$ cat src/rtl/gpio_pkg.sv
// Shared register map for the memory-mapped GPIO port bank.
package gpio_pkg;

  typedef logic [3:0] gpio_addr_t;

  localparam int GPIO_BUS_W = 32;

  localparam gpio_addr_t GPIO_OUT  = 4'd0;
  localparam gpio_addr_t GPIO_SET  = 4'd1;
  localparam gpio_addr_t GPIO_CLR  = 4'd2;
  localparam gpio_addr_t GPIO_TGL  = 4'd3;
  localparam gpio_addr_t GPIO_DIR  = 4'd4;
  localparam gpio_addr_t GPIO_IN   = 4'd5;
  localparam gpio_addr_t GPIO_RISE = 4'd6;
  localparam gpio_addr_t GPIO_FALL = 4'd7;
  localparam gpio_addr_t GPIO_STAT = 4'd8;
  localparam gpio_addr_t GPIO_MASK = 4'd9;

endpackage

$ cat src/rtl/gpio_sync_edge.sv
// Pad input synchroniser with a trailing history flop; the only logic that sees raw pin_in.
module gpio_sync_edge #(
  parameter int WIDTH       = 8,
  parameter int SYNC_STAGES = 2
) (
  input  logic             clk_48mhz,
  input  logic             reset,
  input  logic [WIDTH-1:0] pin_in,
  output logic [WIDTH-1:0] sync_q,
  output logic [WIDTH-1:0] rise_q,
  output logic [WIDTH-1:0] fall_q
);

  logic [SYNC_STAGES-1:0][WIDTH-1:0] chain_reg;
  logic [WIDTH-1:0]                  prev_reg;

  always_ff @(posedge clk_48mhz or posedge reset) begin
    if (reset) begin
      chain_reg <= '0;
      prev_reg  <= '0;
    end else begin
      chain_reg <= {chain_reg[SYNC_STAGES-2:0], pin_in};
      prev_reg  <= chain_reg[SYNC_STAGES-1];
    end
  end

  assign sync_q = chain_reg[SYNC_STAGES-1];

  // Edges are decoded straight from flop outputs so STAT can capture them on the next clock.
  genvar gi;
  generate
    for (gi = 0; gi < WIDTH; gi++) begin : g_edge
      assign rise_q[gi] =  sync_q[gi] & ~prev_reg[gi];
      assign fall_q[gi] = ~sync_q[gi] &  prev_reg[gi];
    end
  endgenerate

endmodule

$ cat src/rtl/gpio_port_bank.sv
// Memory-mapped GPIO port: output/direction registers, atomic bit ops, edge-detect interrupts.
module gpio_port_bank
  import gpio_pkg::*;
#(
  parameter int               WIDTH       = 8,
  parameter int               SYNC_STAGES = 2,
  parameter logic [WIDTH-1:0] RESET_OUT   = '0,
  parameter logic [WIDTH-1:0] RESET_DIR   = '1
) (
  input  logic                  clk_48mhz,
  input  logic                  reset,
  input  gpio_addr_t            addr,
  input  logic                  wr_en,
  input  logic                  rd_en,
  input  logic [GPIO_BUS_W-1:0] wr_data,
  output logic [GPIO_BUS_W-1:0] rd_data,
  output logic                  rd_valid,
  input  logic [WIDTH-1:0]      pin_in,
  output logic [WIDTH-1:0]      pin_out,
  output logic [WIDTH-1:0]      pin_oe,
  output logic                  irq
);

  logic [WIDTH-1:0] out_reg, out_next;
  logic [WIDTH-1:0] dir_reg, dir_next;
  logic [WIDTH-1:0] rise_en_reg, rise_en_next;
  logic [WIDTH-1:0] fall_en_reg, fall_en_next;
  logic [WIDTH-1:0] mask_reg, mask_next;
  logic [WIDTH-1:0] stat_reg, stat_next;
  logic [WIDTH-1:0] sync_q, rise_q, fall_q;
  logic [WIDTH-1:0] wd, w1c, edge_hit;
  logic [GPIO_BUS_W-1:0] rd_mux, rd_data_reg;
  logic rd_valid_reg, irq_reg;

  gpio_sync_edge #(
    .WIDTH       (WIDTH),
    .SYNC_STAGES (SYNC_STAGES)
  ) u_sync_edge (
    .clk_48mhz (clk_48mhz),
    .reset     (reset),
    .pin_in    (pin_in),
    .sync_q    (sync_q),
    .rise_q    (rise_q),
    .fall_q    (fall_q)
  );

  assign wd = wr_data[WIDTH-1:0];

  generate
    if (WIDTH < GPIO_BUS_W) begin : g_drop_hi
      logic unused_wr_hi;
      assign unused_wr_hi = ^wr_data[GPIO_BUS_W-1:WIDTH];
    end
  endgenerate

  always_comb begin
    out_next     = out_reg;
    dir_next     = dir_reg;
    rise_en_next = rise_en_reg;
    fall_en_next = fall_en_reg;
    mask_next    = mask_reg;
    if (wr_en) begin
      case (addr)
        GPIO_OUT:  out_next     = wd;
        GPIO_SET:  out_next     = out_reg | wd;
        GPIO_CLR:  out_next     = out_reg & ~wd;
        GPIO_TGL:  out_next     = out_reg ^ wd;
        GPIO_DIR:  dir_next     = wd;
        GPIO_RISE: rise_en_next = wd;
        GPIO_FALL: fall_en_next = wd;
        GPIO_MASK: mask_next    = wd;
        default:   ;
      endcase
    end
  end

  assign w1c = (wr_en && addr == GPIO_STAT) ? wd : '0;

  // A fresh edge overrides a simultaneous write-one-to-clear on the same bit.
  genvar gi;
  generate
    for (gi = 0; gi < WIDTH; gi++) begin : g_stat
      assign edge_hit[gi]  = (rise_q[gi] & rise_en_reg[gi]) | (fall_q[gi] & fall_en_reg[gi]);
      assign stat_next[gi] = edge_hit[gi] | (stat_reg[gi] & ~w1c[gi]);
    end
  endgenerate

  always_comb begin
    rd_mux = '0;
    case (addr)
      GPIO_OUT:  rd_mux[WIDTH-1:0] = out_reg;
      GPIO_DIR:  rd_mux[WIDTH-1:0] = dir_reg;
      GPIO_IN:   rd_mux[WIDTH-1:0] = sync_q;
      GPIO_RISE: rd_mux[WIDTH-1:0] = rise_en_reg;
      GPIO_FALL: rd_mux[WIDTH-1:0] = fall_en_reg;
      GPIO_STAT: rd_mux[WIDTH-1:0] = stat_reg;
      GPIO_MASK: rd_mux[WIDTH-1:0] = mask_reg;
      default:   rd_mux = '0;
    endcase
  end

  always_ff @(posedge clk_48mhz or posedge reset) begin
    if (reset) begin
      out_reg      <= RESET_OUT;
      dir_reg      <= RESET_DIR;
      rise_en_reg  <= '0;
      fall_en_reg  <= '0;
      mask_reg     <= '0;
      stat_reg     <= '0;
      rd_data_reg  <= '0;
      rd_valid_reg <= 1'b0;
      irq_reg      <= 1'b0;
    end else begin
      out_reg      <= out_next;
      dir_reg      <= dir_next;
      rise_en_reg  <= rise_en_next;
      fall_en_reg  <= fall_en_next;
      mask_reg     <= mask_next;
      stat_reg     <= stat_next;
      rd_valid_reg <= rd_en;
      irq_reg      <= |(stat_reg & mask_reg);
      if (rd_en) begin
        rd_data_reg <= rd_mux;
      end
    end
  end

  assign pin_out  = out_reg;
  assign pin_oe   = dir_reg;
  assign rd_data  = rd_data_reg;
  assign rd_valid = rd_valid_reg;
  assign irq      = irq_reg;

endmodule

$ cat config.mk
export PLATFORM = sky130hd
export DESIGN_NAME = gpio_port_bank
export DESIGN_NICKNAME = d
export VERILOG_FILES = /design/src/rtl/gpio_pkg.sv /design/src/rtl/gpio_sync_edge.sv /design/src/rtl/gpio_port_bank.sv
export SDC_FILE = /design/constraint.sdc
export NUM_CORES = 1
export LEC_CHECK = 0
export BUFFER_PORTS_ARGS = -buffer_cell sky130_fd_sc_hd__buf_4
export CORE_MARGIN = 3
export CORE_UTILIZATION = 41
export CTS_CLUSTER_SIZE = 24
export DETAILED_ROUTE_END_ITERATION = 16
export SYNTH_ARGS = -nofsm -noshare
export SYNTH_HDL_FRONTEND = slang
export SYNTH_SLANG_ARGS = --single-unit
$ cat constraint.sdc
create_clock -name clk_48mhz -period 4.8 [get_ports clk_48mhz]
set_input_delay 0.72 -clock clk_48mhz [delete_from_list [all_inputs] [get_ports clk_48mhz]]
set_output_delay 0.72 -clock clk_48mhz [all_outputs]
set_load 0.01 [all_outputs]
==> flow_summary.toml <==
[power]
internal_power_mw = 1.268
p_leak_nw = 2.132
power_frac_comb_pct = 20.0
power_density_nw_per_um2 = 369.6
ir_drop_mv = 0.1886
pwr-share-seq_pct = 50.0
p_switching_mw = 0.5034
power.share.clock_pct = 30.0
p_sw_share_pct = 28.42

[yosys]
yosysMostFrequentCell = "dfrtp_1"
seq_area_frac_synth_pct = 48.70
synth-seq-cells = 82
synth.cell_area_um2 = 4234
ys_warn_count = 0
synthTopCellsByArea = "dfrtp_1 44%, mux2_2 6.4%, buf_4 5.3%, dfstp_2 5.0%, ha_1 4.7%"
async_flop_share_pct = 100.0
synthFlopType = "dfrtp_1"
yosys.cell_types.count = 51
synth_common_cells = "74 x dfrtp_1, 37 x nand2_1, 32 x inv_1, 30 x buf_4"
synth_top_area_share_pct = 43.74
synth_area_per_cell_um2 = 11.73
synthCells = 361
synth_edf_count = 0
yosysTopAreaCell = "dfrtp_1"

[placed_design]
post_dp_cell_area_um2 = 4578
placed_cells = 528
io_buffers = 49
gp_congestion = 0.7726
dpl.hpwl_um = 6504

[final_layout]
design_area_um2 = 4793
syn_to_final_growth_pct = 13.21
layout-drive-gt1-share_pct = 28.71
nets = 470
finalNonFillerCells = 544
final_util_pct = 48.37
diodes = 0

[setup_path]
critPathCaptureType = "flop"
worst_ep_arrival_time_ns = 2.34
r2r-end = "pin_out[7]"
rr_worst_depth = 5
critPathMaxFanout = 29
critPathLaunchType = "input pin"
worstPathRequired_ns = 5.04
r2r-start = "pin_out[7]"
r2r_slack_ns = 3.25
critPathKind = "input pin to flop"

[timing]
finalCritPeriodShare_pct = 43.83
rsz0062_at_grt = "no"
setup_viol = 0
hold_viol = 0
finalHoldWorstSlack_ns = 0.3509
fmax_mhz = 475.4
worst_pin_slew_ns = 1.132
clock_skew_ns = 0.01035
min_period_ns = 2.104
max_slew_margin_pct = 24.22
finalSetupTns_ns = 0
slew_viol_final = 0

[die]
die_h_um = 107.6
start_util_pct = 42.73
rows = 36
die-area_um2 = 11580
io-pin-count = 98
die_w_um = 107.6
fp.coreArea_um2 = 9910

[clocking]
cts.sinks = 82
cts-root-buf = "clkbuf_8"
ctsResizeCount = 0
clkSlewWorstSetupHoldPaths_ns = 0.08
numCtsBuffers = 9
htreeDepth = 3
cts_setup_buffers = 0
ctsHoldBuffers = 0
cts_tree = "yes"
clk_latency_ns = 0.35
cts_buffer_depth = 2

[detailed_routing]
topRoutingLayerUsed = "met4"
ant_nets = 0
viasPerCell = 5.221
wire_per_inst_um = 17.16
met3_length_um = 468
wirelength_um = 9333
drt_iter0_markers = 168
drt-met1-wl_um = 4407
drtPass1Iterations = 4
vias = 2840
drcViolationCount = 0
wl_met2_um = 4328

[grt]
antenna_found_initial = 0
grt_pass1_vias = 2826
grt_pass1_wl_um = 15360
grt_usage_pct = 17.45
overflow = 0
grt_max_degree = 56

[min_path]
worstHoldEndpoint = "u_sync_edge.sync_q[6]"
min-delay-start = "u_sync_edge.chain_reg[6]"
whs_path_depth = 0
holdCritPathClass = "flop to flop"

[status]
outcome = "finished clean"

[run]
cap_violations = 0
## cell type report
cell class / instances / area [um^2]
repair buffers: 50 / 375.4
inverters: 32 / 121.4
clock inverters: 3 / 46.29
multi-input cells: 231 / 1853
well taps: 133 / 166.4
flip-flops and latches: 82 / 2062
clock buffers: 13 / 168.9
fillers: 929 / 5116
## routing by layer
metal / track usage, % / vias up
li1: - / 1324
met1: 25.22 / 1422
met2: 26.55 / 83
met3: 3.419 / 11
met4: 5.410 / 0
met5: 0 / -
## layout by cell type (no fill, tap or decap), drive strengths merged, types with 5 or more instances in the layout
| cell | n |
|---|---|
| ha | 16 |
| inv | 31 |
| a22o | 6 |
| nand3b | 9 |
| nor2 | 5 |
| a22oi | 11 |
| mux2 | 28 |
| nand2 | 38 |
| dfstp | 8 |
| buf | 50 |
| mux4 | 8 |
| a21o | 8 |
| dfrtp | 74 |
| clkbuf | 13 |
| o21ai | 24 |
| conb | 24 |
## worst max-delay path, stage by stage
cell	delay [ns]
buf_4	0.39
inv_1	0.25
nor3_4	0.56
mux2_2	0.40
## through the flow
step / setup slack (ns) / power [mW]
after global routing: 2.584 / 1.874
after global placement: 2.294 / 1.244
after CTS: 2.675 / 1.797
after floorplan: 1.985 / 1.125
final: 2.696 / 1.771
after detailed placement: 2.299 / 1.259
## how the worst max path moves through the flow
stage,startpoint,end,slack [ns],depth (start not counted)
floorplan,reset,fall_en_reg[0],1.98,1
global placement,addr[1],rise_en_reg[1],2.29,4
detailed placement,addr[1],rise_en_reg[3],2.30,4
CTS,addr[1],rise_en_reg[3],2.67,4
global route,addr[1],rise_en_reg[3],2.58,4
finish,addr[1],rise_en_reg[3],2.70,4
## power groups by stage
stage                     logic, mW  clock network (mW)  registers, mW
after detailed placement      0.359                   0          0.900
final                         0.354               0.532          0.886
after global routing          0.401               0.570          0.903
after floorplan               0.233                   0          0.891
after CTS                     0.361               0.549          0.887
after global placement        0.347                   0          0.897
## kinds of logic (layout without fill, tap and decap cells)
family          Yosys count  in the layout  synth area share (%)
buf+inv                  71             98                 9.574
compound gates           73             73                 12.44
flops                    82             82                 48.70
mux                      40             40                 12.65
other cells               1             24               0.08857
simple gates             78             78                 11.82
fa+ha+maj                16             16                 4.728
Note: power is estimated with default switching activity, not from simulation.
